===== src/rtl/imm_gen_pipe_if.sv =====
// Producer/consumer bundle for imm_gen_pipe: instruction push side, immediate pop side,
// flush and occupancy. Producer and consumer share the master modport; the generator is the slave.
interface imm_gen_pipe_if #(
  parameter int XLEN  = 32,
  parameter int DEPTH = 2,
  parameter int TAG_W = 4
);
  localparam int OCC_W = $clog2(DEPTH + 1);

  logic             Flush;
  logic             InValid;
  logic             InReady;
  logic [31:0]      Instr;
  logic [2:0]       ImmControl;
  logic [TAG_W-1:0] InTag;
  logic             OutValid;
  logic             OutReady;
  logic [XLEN-1:0]  ExtendedImm;
  logic             ImmErr;
  logic [TAG_W-1:0] OutTag;
  logic [OCC_W-1:0] Occupancy;

  modport master (
    output Flush, InValid, Instr, ImmControl, InTag, OutReady,
    input  InReady, OutValid, ExtendedImm, ImmErr, OutTag, Occupancy
  );

  modport slave (
    input  Flush, InValid, Instr, ImmControl, InTag, OutReady,
    output InReady, OutValid, ExtendedImm, ImmErr, OutTag, Occupancy
  );
endinterface


===== src/rtl/imm_gen_pipe.sv =====
// Pipelined RISC-V immediate generator: extends at push, queues {imm, err, tag} in DEPTH entries.
// One-cycle latency when empty; InReady depends only on occupancy, so a full queue never passes through.
module imm_gen_pipe #(
  parameter int XLEN  = 32,
  parameter int DEPTH = 2,
  parameter int TAG_W = 4
) (
  input logic          CLK,
  input logic          RST_n,
  imm_gen_pipe_if.slave bus
);
  localparam int OCC_W = $clog2(DEPTH + 1);
  localparam int PTR_W = (DEPTH > 1) ? $clog2(DEPTH) : 1;

  typedef struct packed {
    logic [XLEN-1:0]  imm;
    logic             err;
    logic [TAG_W-1:0] tag;
  } entry_t;

  entry_t           mem [DEPTH];
  entry_t           in_ent;
  entry_t           head;
  logic [XLEN-1:0]  imm_c;
  logic             err_c;
  logic [PTR_W-1:0] wr_ptr;
  logic [PTR_W-1:0] rd_ptr;
  logic [OCC_W-1:0] count;
  logic             push;
  logic             pop;
  logic             unused_opcode;

  // Opcode bits never carry immediate data.
  assign unused_opcode = ^bus.Instr[6:0];

  always_comb begin
    imm_c = '0;
    err_c = 1'b0;
    case (bus.ImmControl)
      3'b000: imm_c = XLEN'($signed(bus.Instr[31:20]));
      3'b001: imm_c = XLEN'($signed({bus.Instr[31:25], bus.Instr[11:7]}));
      3'b010: imm_c = XLEN'($signed({bus.Instr[31], bus.Instr[7], bus.Instr[30:25],
                                      bus.Instr[11:8], 1'b0}));
      3'b011: imm_c = XLEN'($signed({bus.Instr[31], bus.Instr[19:12], bus.Instr[20],
                                      bus.Instr[30:21], 1'b0}));
      3'b100: imm_c = XLEN'($signed({bus.Instr[31:12], 12'h000}));
      3'b101: imm_c = XLEN'(bus.Instr[19:15]);
      3'b110: imm_c = (XLEN == 64) ? XLEN'(bus.Instr[25:20]) : XLEN'(bus.Instr[24:20]);
      default: err_c = 1'b1;
    endcase
  end

  assign in_ent = '{imm: imm_c, err: err_c, tag: bus.InTag};

  // Explicit wrap keeps non-power-of-two depths correct.
  function automatic logic [PTR_W-1:0] bump(input logic [PTR_W-1:0] p);
    return (p == PTR_W'(DEPTH - 1)) ? '0 : p + PTR_W'(1);
  endfunction

  assign bus.InReady  = (count != OCC_W'(DEPTH));
  assign bus.OutValid = (count != '0);
  assign push         = bus.InValid & bus.InReady;
  assign pop          = bus.OutValid & bus.OutReady;

  always_ff @(posedge CLK or negedge RST_n) begin
    if (!RST_n) begin
      wr_ptr <= '0;
      rd_ptr <= '0;
      count  <= '0;
    end else if (bus.Flush) begin
      wr_ptr <= '0;
      rd_ptr <= '0;
      count  <= '0;
    end else begin
      if (push) wr_ptr <= bump(wr_ptr);
      if (pop)  rd_ptr <= bump(rd_ptr);
      if (push && !pop)      count <= count + OCC_W'(1);
      else if (pop && !push) count <= count - OCC_W'(1);
    end
  end

  always_ff @(posedge CLK) begin
    if (push && !bus.Flush) mem[wr_ptr] <= in_ent;
  end

  assign head            = bus.OutValid ? mem[rd_ptr] : '0;
  assign bus.ExtendedImm = head.imm;
  assign bus.ImmErr      = head.err;
  assign bus.OutTag      = head.tag;
  assign bus.Occupancy   = count;
endmodule


===== src/flat_wrapper.sv =====
// flat-port wrapper written by rule: the top's interface ports become plain ports
module imm_gen_pipe_flat 
#(
  parameter int XLEN  = 32,
  parameter int DEPTH = 2,
  parameter int TAG_W = 4
)
  (CLK, RST_n, bus_Flush, bus_InValid, bus_Instr, bus_ImmControl, bus_InTag, bus_OutReady, bus_InReady, bus_OutValid, bus_ExtendedImm, bus_ImmErr, bus_OutTag, bus_Occupancy);
  imm_gen_pipe_if #(.XLEN(XLEN), .DEPTH(DEPTH), .TAG_W(TAG_W)) bus_i ();
  input logic CLK;
  input logic RST_n;
  input wire logic [$bits(bus_i.Flush)-1:0] bus_Flush;
  input wire logic [$bits(bus_i.InValid)-1:0] bus_InValid;
  input wire logic [$bits(bus_i.Instr)-1:0] bus_Instr;
  input wire logic [$bits(bus_i.ImmControl)-1:0] bus_ImmControl;
  input wire logic [$bits(bus_i.InTag)-1:0] bus_InTag;
  input wire logic [$bits(bus_i.OutReady)-1:0] bus_OutReady;
  output wire logic [$bits(bus_i.InReady)-1:0] bus_InReady;
  output wire logic [$bits(bus_i.OutValid)-1:0] bus_OutValid;
  output wire logic [$bits(bus_i.ExtendedImm)-1:0] bus_ExtendedImm;
  output wire logic [$bits(bus_i.ImmErr)-1:0] bus_ImmErr;
  output wire logic [$bits(bus_i.OutTag)-1:0] bus_OutTag;
  output wire logic [$bits(bus_i.Occupancy)-1:0] bus_Occupancy;
  assign bus_i.Flush = bus_Flush;
  assign bus_i.InValid = bus_InValid;
  assign bus_i.Instr = bus_Instr;
  assign bus_i.ImmControl = bus_ImmControl;
  assign bus_i.InTag = bus_InTag;
  assign bus_i.OutReady = bus_OutReady;
  assign bus_InReady = bus_i.InReady;
  assign bus_OutValid = bus_i.OutValid;
  assign bus_ExtendedImm = bus_i.ExtendedImm;
  assign bus_ImmErr = bus_i.ImmErr;
  assign bus_OutTag = bus_i.OutTag;
  assign bus_Occupancy = bus_i.Occupancy;
  imm_gen_pipe #(.XLEN(XLEN), .DEPTH(DEPTH), .TAG_W(TAG_W)) u_core (.CLK(CLK), .RST_n(RST_n), .bus(bus_i));
endmodule

===== config.mk =====
export PLATFORM = sky130hd
export DESIGN_NAME = imm_gen_pipe_flat
export DESIGN_NICKNAME = d
export VERILOG_FILES = /design/src/rtl/imm_gen_pipe_if.sv /design/src/rtl/imm_gen_pipe.sv /design/src/flat_wrapper.sv
export SDC_FILE = /design/constraint.sdc
export NUM_CORES = 1
export LEC_CHECK = 0
export ABC_AREA = 1
export CORE_MARGIN = 2
export CORE_UTILIZATION = 40
export CTS_CLUSTER_SIZE = 8
export DETAILED_ROUTE_END_ITERATION = 6
export PLACE_DENSITY = 0.67
export SETUP_SLACK_MARGIN = 0.5
export SYNTH_ARGS = -nofsm -noshare
export SYNTH_HDL_FRONTEND = slang
export SYNTH_SLANG_ARGS = --single-unit

===== constraint.sdc =====
create_clock -name CLK -period 2.8 [get_ports CLK]
set_input_delay 0.56 -clock CLK [delete_from_list [all_inputs] [get_ports CLK]]
set_output_delay 0.56 -clock CLK [all_outputs]
set_load 0.02 [all_outputs]

# Word level (Yosys, flattened, before mapping)
# Memories as Yosys holds them, arrays and structs flattened.
# Cells that the tools add are included.
# classes
n_eq_ne	7
n_reduce_logical	12
bitwise	2
n_addsub	4
mux	14
# op_table
cell	n
$pmux 32 s7	1
$mux 37	1
$eq 3x3->1 const B	3
$mux 1	9
$reduce_or 7->1	1
$eq 3x2->1 const B	2
$mux 2	3
$reduce_bool 2->1	3
$eq 3x1->1 const B	1
$logic_and 1x1->1	3
$logic_not 1->1	3
$logic_not 3->1	1
$reduce_bool 3->1	1
$add 1x1->1 const B	2
$add 2x1->2 const B	1
$and 1x1->1	2
$ne 2x2->1 const B	1
$sub 2x1->2 const B	1
# word_totals
inputBits	44
ramBits	74
output_inout_bits	41
memories	1
register_bits	4
# memory_table
memory	words	word_bits	read_ports	rd_clocked_by_memory_dff	write_ports	line_no	rtl
u_core.mem	2	37	1	0	1	imm_gen_pipe.sv:21	entry_t mem [DEPTH];

# Depth between registers and ports, before layout
# Gate-level depths: netlist of the first run.
# depth
ltp_word	7
mapped_depth	7
ltp_nobuf	7

# Worst setup path before layout of the first run
# No wires, ideal clock.
# synth_timing
kind	register to register
startpoint	register u_core.count[0] (netlist: u_core.bus.Occupancy[0])
endpoint	memory u_core.mem[0][0] in the netlist's numbering, enable pin
slack_ps	-63
stages_incl_launch_ff	5
setup_time_ps	431
synth_period_minus_slack_ps	2863
required_ps	2369
arrival_time_ps	2432
cell_sequence	dfrtp_1 inv_2 nand2_2 nand3_2 nor2_1
# synth_via
elab_chain_len	5
# synth_lines
item	line_no	rtl
start, declared	imm_gen_pipe.sv:28	logic [OCC_W-1:0] count;
start signal, assigned	imm_gen_pipe.sv:77	if (push && !pop) count <= count + OCC_W'(1);
start signal, assigned	imm_gen_pipe.sv:78	else if (pop && !push) count <= count - OCC_W'(1);
$ne 2x2->1	imm_gen_pipe.sv:60	assign bus.InReady = (count != OCC_W'(DEPTH));
net bus_InReady	flat_wrapper.sv:18	output wire logic [$bits(bus_i.InReady)-1:0] bus_InReady;
$and 1x1->1	imm_gen_pipe.sv:62	assign push = bus.InValid & bus.InReady;
$logic_and 1x1->1	imm_gen_pipe.sv:83	if (push && !bus.Flush) mem[wr_ptr] <= in_ent;
$mux 1	imm_gen_pipe.sv:83	
$mux 1 (not written as such)	imm_gen_pipe.sv:83	
end, declared	imm_gen_pipe.sv:21	
# The timed path passes the listed nets, and every way through them passes these cells.

# Worst setup path after layout of the first run
# layout_timing
startpoint	register u_core.count[1] (netlist: u_core.bus.Occupancy[1])
endpoint	output bus_OutValid
# layout_via
elab_chain_len	1
# layout_lines
item	line_no	rtl
$reduce_bool 2->1	imm_gen_pipe.sv:61	assign bus.OutValid = (count != '0);
end, declared	flat_wrapper.sv:19	output wire logic [$bits(bus_i.OutValid)-1:0] bus_OutValid;
# Every way passes these cells.

==> impl_metrics.yaml, run 1 <==
floorplan:
  initial_core_util_pct: 41.3
  die_w_um: 98.9
  core_sq_um: 8720
  io_pins: 85
  num_rows: 34
  fp.dieH_um: 98.9
  dieArea_sq_um: 9780
global_routing:
  grt_max_degree: 38
  grt.total_usage_pct: 16.7
  antenna_found_initial: 0
  grt_pass1_vias: 2568
  grt_pass1_wl_um: 12500
  grt_overflow_total: 0
setup_path:
  worstSetupPathType: "reg2out"
  crit_fanout: 20
  cpMaxStageDelayCell: "dfrtp_2"
  crit_required_ps: 2240
  cp.depth: 4
  worstReg2RegEnd: "u_core.mem[0][14]"
  critPathMaxStageDelay_ps: 480
  r2r_slack_ps: 1390
  r2r_start: "u_core.bus.Occupancy[0]"
  startpoint_type: "register"
  critPathCaptureType: "output port"
  rr_worst_depth: 5
  crit_start: "u_core.bus.Occupancy[1]"
  crit_buf_inv: 3
  worstPathArrival_ps: 1660
  path_cells: "nor2_4 > buf_12 > inv_1 > dlygate4sd2_1"
  crit_path_end: "bus_OutValid"
  path_delay_family: "buffers and inverters"
drt:
  detail_route.wl_per_cell_um: 15.6
  drc_errors: 0
  wl_um: 8140
  ant_nets: 0
  via_per_inst: 4.94
  num_vias: 2580
  drt-initial-drc-count: 117
  drtPass1Iterations: 5
synthesis:
  synth_edf_count: 74
  synth_most_common_cell: "nand2_1"
  syn_area_sq_um: 3600
  ys_ff_latch: 78
  yosysWarnings: 0
  yosys.area.top_type: "edfxtp_1"
  synth_area_leaders: "edfxtp_1 62%, nand2_1 12%, a21oi_2 7.3%"
  ys_top_cells_by_count: "112 x nand2_1, 74 x edfxtp_1, 30 x a21oi_2, 20 x inv_1, 17 x o21ai_1"
  ys_seq_area_share_pct: 64.5
  syn_area_per_cell_sq_um: 11.0
  ys.flop_type: "edfxtp_1"
  synth.distinct_cells: 27
  async_reset_ff_share_pct: 5.13
  syn_inst: 327
  synth_nets: 371
  synth_top_area_share_pct: 61.7
sta:
  fmax_mhz: 450
  setup_viol: 0
  rsz0062_at_grt: "no"
  setup-tns-final_ps: 0
  slew_viol_final: 0
  min_period_ps: 2220
  finalCritPeriodShare_pct: 79.4
  maxSlewHeadroom_pct: 76.1
  worst_pin_slew_ps: 358
  skew_ps: 7.72
  hold_ws_ps: 418
  final_hold_viol_count: 0
cts:
  cts_buffer_depth: 2
  cts-root-buf: "clkbuf_8"
  cts.htree.levels: 3
  cts_made_buffers: 9
  cts_tree: "done"
  insertion_delay_ps: 350
  cts_num_sinks: 78
  clkSlewWorstSetupHoldPaths_ps: 80
  post-cts-setup-buffers: 0
cells_and_area:
  fin_util_pct: 54.8
  syn_to_final_growth_pct: 32.7
  drive_gt1_share_pct: 24.6
  diodes: 0
  nNetsFinal: 453
pwr:
  power.leakage_nw: 1.98
  power_mw: 4.01
  ir_drop_uv: 300
  p_per_area_nw_per_um2: 838
outcome:
  outcome: "finished clean"
placement:
  place.gp.congestion: 0.796
  dp.final_hpwl_um: 5020
  io_buffers: 77
hold_path:
  holdCritPathClass: "in2async"
run:
  drv_cap: 0
-- worst min path at each step --
stage / slack, ps / endpoint / from
final: 420 / u_core.bus.Occupancy[0] / RST_n
after global routing: 410 / u_core.wr_ptr / RST_n
after CTS: 410 / u_core.bus.Occupancy[0] / RST_n
after detailed placement: 550 / u_core.wr_ptr / u_core.wr_ptr
after global placement: 540 / u_core.wr_ptr / u_core.wr_ptr
after floorplan: 260 / u_core.bus.Occupancy[0] / RST_n
-- routing by layer --
layer  vias up  wire length, um  global-route usage (%)
met3        10              457                    3.26
li1       1268                -                       -
met4         0              143                    6.95
met1      1223             3410                    20.6
met2        79             4130                    28.6
met5         -                0                       0
-- power by group --
| part | internal [mW] | total [mW] | switching [mW] |
|---|---|---|---|
| Clock | 0.687 | 1.11 | 0.422 |
| Sequential | 1.39 | 1.45 | 0.0578 |
| Combinational | 0.551 | 1.45 | 0.896 |
-- sequential cells by signal, indices dropped and copies added (netlist names) --
| signal | flops |
|---|---|
| u_core.wr_ptr | 1 |
| u_core.rd_ptr | 1 |
| u_core.bus.Occupancy | 2 |
| u_core.mem | 74 |
-- layout make-up --
cell class / instances / area [sq um]
timing repair buffer: 86 / 856
tap: 108 / 135
sequential: 78 / 2330
clock buffer: 9 / 124
inverter: 26 / 105
multi-input combinational: 208 / 1090
clock inverter: 7 / 146
fill: 754 / 3940
-- through the flow --
step	setup WS, ps	cells	area [sq um]
2_1_floorplan	549	327	3610
3_3_place_gp	569	503	4510
3_5_place_dp	555	503	4510
4_1_cts	282	520	4790
5_1_grt	503	522	4780
6_report	578	522	4780
-- cells by family after synthesis --
family                 after synthesis  synth area share [%]
AOI/OAI and AO/OA                   59                  12.0
DFF                                 78                  64.5
buffers and inverters               41                  5.90
and+or+nand+nor                    149                  17.6
-- worst register-to-register path, cell delays in order (launching register included) --
cell and delay, ps:
dfrtp_2 460, inv_2 70, nand2_2 80, nand3_2 110, nor2_4 130, buf_12 240
-- placed cells by master (no fill, tap or decap), drive strengths merged, types with 2 or more instances in the layout --
master         instances
nand2                114
clkbuf                35
dfrtp                  4
clkinv                 3
bufinv                 4
inv                   26
nand3                 14
dlymetal6s2s           9
a21oi                 38
o21ai                 17
edfxtp                74
clkdlybuf4s15          2
dlygate4sd2            3
buf                    7
clkdlybuf4s50         39
nor2                  19
-- what timing repair did --
item	in CTS	in global routing
resized for setup	35	63
endpoints found under the setup margin	38	37
hold buffers	0	0
cloned	1	2
Power figures use the tool's default switching activity.
==> run 2, diff against run 1 <==
clock period = 1.83 ns   (was 2.8 ns; I/O delays follow)
==> run 2 against run 1 <==
  * Via count up 14%
  * Largest cell class unchanged
  * Sequential share of layout area down 9.7 points
  * Sequential power up 52%
  * Cell count up 11%
  * Setup slack worse by 570 ps
  * First-iteration DRC count up 38%
==> impl_metrics.yaml, run 2 (same netlist as run 1, synthesis figures left out) <==
outcome:
  outcome: "finished clean"
cells_and_area:
  fill_cells: 593
  final_common_cell: "nand2_1"
  diodes: 0
  syn_to_final_growth_pct: 65.6
  fin_area_sq_um: 5970
  largest_reg_flops: 74
  final_cell_mix: "82 x nand2_1, 74 x edfxtp_1, 50 x buf_6"
  top_register: "u_core.mem"
  drive_gt1_share_pct: 45.8
  nNetsFinal: 511
setup_path:
  r2r_start: "u_core.bus.Occupancy[0]"
  cpMaxStageDelayCell: "dfrtp_2"
  worstSetupPathType: "reg2out"
  crit_buf_inv: 3
  crit_fanout: 11
  r2r_slack_ps: 140
  rr_worst_depth: 10
  worstReg2RegEnd: "u_core.mem[0][13]"
  critPathCaptureType: "output port"
  path_delay_family: "flip-flops"
  startpoint_type: "register"
  crit_required_ps: 1460
  worstPathArrival_ps: 1460
  critPathMaxStageDelay_ps: 460
  path_cells: "clkinv_4 > buf_12 > nand2_2 > a21oi_4 > buf_6"
placement:
  place_area_sq_um: 4830
  dp.final_hpwl_um: 5690
  place_ws_ps: -113
  io_buffers: 77
  place.gp.congestion: 0.810
drt:
  drtPass1Iterations: 4
  via_per_inst: 5.08
  ant_nets: 0
  drc_errors: 0
  num_vias: 2949
  drt-initial-drc-count: 162
  detail_route.wl_per_cell_um: 17.4
  wl_um: 10100
cts:
  cts-root-buf: "clkbuf_8"
  ctsHoldBuffers: 0
  clkSlewWorstSetupHoldPaths_ps: 80
  cts_num_sinks: 78
  insertion_delay_ps: 350
  cts_buffer_depth: 2
  cts_tree: "done"
  cts_made_buffers: 9
  cts.htree.levels: 3
global_routing:
  grt.total_usage_pct: 20.7
  grt_pass1_wl_um: 15400
  grt_overflow_total: 0
  antenna_found_initial: 0
  grt_max_degree: 17
  grt_pass1_vias: 2971
floorplan:
  num_rows: 34
  io_pins: 85
  core_sq_um: 8720
  fp.dieH_um: 98.9
  die_w_um: 98.9
  initial_core_util_pct: 41.3
  dieArea_sq_um: 9780
hold_path:
  holdCritPathClass: "in2async"
sta:
  min_period_ps: 1830
  finalCritPeriodShare_pct: 99.8
  skew_ps: 6.75
  worst_slack_ps: 3.23
  fmax_mhz: 547
  setup_viol: 0
  rsz0062_at_grt: "yes"
  maxSlewHeadroom_pct: 76.3
  slew_viol_final: 0
  final_hold_viol_count: 0
  worst_pin_slew_ps: 354
pwr:
  p_per_area_nw_per_um2: 1230
  ir_drop_uv: 573
  power.leakage_nw: 2.34
run:
  drv_cap: 0
run 2: repair_timing:
item,CTS,global route
buffers inserted,23,9
gates resized for setup,294,39
gates cloned,11,0
hold endpoints to repair,0,0
pin swaps,11,7
setup endpoints to repair,156,141
run 2: through the flow:
| stage | util, % | TNS (ps) | total power, mW | instances | hold WS [ps] |
|---|---|---|---|---|---|
| 3_5_place_dp | 55.4 | -2390 | 4.90 | 521 | 551 |
| 6_report | 68.4 | 0 | 7.36 | 580 | 229 |
| 5_1_grt | 68.4 | -879 | 7.68 | 580 | 229 |
| 2_1_floorplan | - | 0 | 3.78 | 327 | 70.4 |
| 3_3_place_gp | 55.4 | -1740 | 4.88 | 521 | 535 |
| 4_1_cts | 65.5 | -5.17 | 7.09 | 571 | 215 |
run 2: area by class of cell:
cell class              instances  area [sq um]  share of cell area (%)
well taps                     108           135                    2.27
repair buffers                143          1740                    29.2
repair inverters                1          7.51                   0.126
multi-input cells             208          1430                    23.9
clock buffers                   9           124                    2.08
inverters                      26           113                    1.89
clock inverters                 7          88.8                    1.49
flip-flops and latches         78          2330                    39.0
run 2: power by group:
group | total, mW | switching (mW) | leakage, nW | internal (mW)
logic | 3.78 | 1.92 | 1.50 | 1.85
registers | 2.21 | 0.0782 | 0.735 | 2.13
clock network | 1.37 | 0.615 | 0.103 | 0.758
run 2: metal layers:
layer	wire length [um]	GRT usage, %	vias to the layer above
li1	-	-	1400
met2	5290	35.8	86
met5	0	0	-
met1	4160	26.5	1448
met3	467	4.11	15
met4	174	6.32	0
run 2: worst max path at each step:
stage                            startpoint             endpoint  slack, ps  cells past startpoint
global placement              u_core.rd_ptr   bus_ExtendedImm[1]        -90                      5
finish                        u_core.rd_ptr  bus_ExtendedImm[22]          3                      5
floorplan           u_core.bus.Occupancy[0]     u_core.mem[0][0]         90                      4
CTS                 u_core.bus.Occupancy[0]  bus_ExtendedImm[29]         -3                      5
global route                  u_core.rd_ptr  bus_ExtendedImm[22]        -60                      5
detailed placement            u_core.rd_ptr  bus_ExtendedImm[18]       -110                      5
==> run 3, diff against run 2 <==
SKIP_LAST_GASP = 1   (was not set)
==> run 3 against run 2 <==
  * Non-clock buffer count did not move
  * First-iteration DRC count rose by 1.2%
  * Utilization fell by 1.8 points
  * Setup slack barely moved
  * Critical path depth did not move
  * Register-to-register slack barely moved
  * Critical path type unchanged
  * Clock power barely moved
  * Cell count did not move
==> impl_metrics.yaml, run 3 (same netlist as run 1, synthesis figures left out) <==
setup_path:
  worstSetupPathType: "reg2out"
  crit_fanout: 10
  path_delay_family: "flip-flops"
  crit_start: "u_core.rd_ptr"
  cpMaxStageDelayCell: "dfrtp_2"
  worstReg2RegEnd: "u_core.mem[0][13]"
  rr_worst_depth: 10
  r2r_slack_ps: 150
  critPathMaxStageDelay_ps: 460
  worstPathArrival_ps: 1460
  crit_buf_inv: 3
  r2r_start: "u_core.bus.Occupancy[0]"
  crit_path_end: "bus_ExtendedImm[18]"
  startpoint_type: "register"
  crit_required_ps: 1460
  cp.depth: 5
  critPathCaptureType: "output port"
  path_cells: "clkinv_4 > buf_8 > nand2_1 > a21oi_2 > buf_6"
drt:
  drc_errors: 0
  num_vias: 2941
  detail_route.wl_per_cell_um: 16.8
  ant_nets: 0
  via_per_inst: 5.07
  wl_um: 9760
  drtPass1Iterations: 4
  drt-initial-drc-count: 164
global_routing:
  grt_overflow_total: 0
  grt.total_usage_pct: 20.1
  antenna_found_initial: 0
  grt_max_degree: 17
  grt_pass1_wl_um: 14900
  grt_pass1_vias: 2889
cells_and_area:
  top_register: "u_core.mem"
  drive_gt1_share_pct: 41.3
  final_cell_mix: "102 x nand2_1, 74 x edfxtp_1, 41 x buf_6"
  final_common_cell: "nand2_1"
  multiInputGateArea_sq_um: 1310
  seqCellArea_sq_um: 2330
  diodes: 0
  largest_reg_flops: 74
  nNetsFinal: 511
  fill_cells: 620
  syn_to_final_growth_pct: 61.4
  fin_util_pct: 66.7
sta:
  min_period_ps: 1830
  fmax_mhz: 547
  hold_ws_ps: 239
  skew_ps: 4.63
  finalCritPeriodShare_pct: 99.8
  rsz0062_at_grt: "yes"
  setup_viol: 0
  final_hold_viol_count: 0
  worst_pin_slew_ps: 339
  slew_viol_final: 0
  maxSlewHeadroom_pct: 77.3
  setup-tns-final_ps: 0
floorplan:
  dieArea_sq_um: 9780
  io_pins: 85
  fp.dieH_um: 98.9
  initial_core_util_pct: 41.3
  core_sq_um: 8720
  num_rows: 34
  die_w_um: 98.9
hold_path:
  holdCritPathClass: "in2async"
placement:
  place.gp.congestion: 0.810
  dp.final_hpwl_um: 5690
  io_buffers: 77
pwr:
  p_int_mw: 4.68
  ir_drop_uv: 601
  combPwrFrac_pct: 50.6
  p_per_area_nw_per_um2: 1240
  sequentialPowerShare_pct: 30.5
  power.leakage_nw: 2.31
  switching_power_mw: 2.52
  sw_frac_of_total_pct: 35.0
  power_frac_clock_pct: 18.9
cts:
  cts-root-buf: "clkbuf_8"
  cts_made_buffers: 9
  cts.htree.levels: 3
  insertion_delay_ps: 340
  cts_buffer_depth: 2
  ctsHoldBuffers: 0
  clkSlewWorstSetupHoldPaths_ps: 80
  cts_tree: "done"
  cts_num_sinks: 78
outcome:
  outcome: "finished clean"
run:
  drv_cap: 0
run 3: changes by cell type in the layout (fill, tap and decap cells not counted), moves of 4 or more:
cell and delta:
nand2_1 +20, a21oi_2 +5, buf_4 +10, buf_6 -9, nand2_2 -16, nand2_4 -4
a21oi_4 -5
run 3: metal layers:
| metal | vias up | GRT usage [%] | routed length, um |
|---|---|---|---|
| met2 | 73 | 34.3 | 5010 |
| li1 | 1398 | - | - |
| met4 | 0 | 6.74 | 218 |
| met1 | 1452 | 25.5 | 4140 |
| met3 | 18 | 4.18 | 392 |
| met5 | - | 0 | 0 |
run 3: power by group through the flow:
stage | registers (mW) | logic, mW | clock network, mW
floorplan | 2.25 | 1.53 | 0
global placement | 2.22 | 2.66 | 0
detailed placement | 2.23 | 2.68 | 0
CTS | 2.20 | 3.34 | 1.39
global route | 2.21 | 3.84 | 1.48
finish | 2.20 | 3.64 | 1.36
run 3: worst register-to-register path, cell delays in order, from the launching register on:
cell	delay (ps)
dfrtp_2	400
buf_6	100
buf_6	80
buf_6	100
inv_4	40
nand2_4	80
nand3_4	80
nor2_4	160
buf_12	130
buf_12	110
buf_12	120
run 3: cell type report:
type,count,area share (%)
clock buffers,9,2.13
clock inverters,7,1.53
inverters,26,1.89
multi-input cells,208,22.6
repair inverters,1,0.129
repair buffers,143,29.4
well taps,108,2.32
flip-flops and latches,78,40.0
run 3: worst min-delay path by stage:
stage	from	end	slack (ps)	cells after the start
2_1_floorplan	RST_n	u_core.bus.Occupancy[0]	70	0
3_3_place_gp	u_core.wr_ptr	u_core.wr_ptr	530	1
3_5_place_dp	u_core.wr_ptr	u_core.wr_ptr	550	1
4_1_cts	RST_n	u_core.bus.Occupancy[0]	210	1
5_1_grt	RST_n	u_core.bus.Occupancy[0]	230	1
6_report	RST_n	u_core.bus.Occupancy[0]	240	1
run 3: through the flow:
step	total power, mW	worst slack, ps	cell area [sq um]	instances
floorplan	3.78	92.9	3760	327
global placement	4.88	-85.9	4830	521
detailed placement	4.90	-113	4830	521
CTS	6.92	-13.0	5570	571
global route	7.53	-57.7	5810	580
finish	7.21	3.07	5810	580
run 3: what timing repair did:
item                                    in CTS  in global routing
setup buffers                               23                  8
gates cloned                                11                  1
gates resized for setup                    252                 39
endpoints found under the setup margin     156                130
pin swaps                                    4                 10
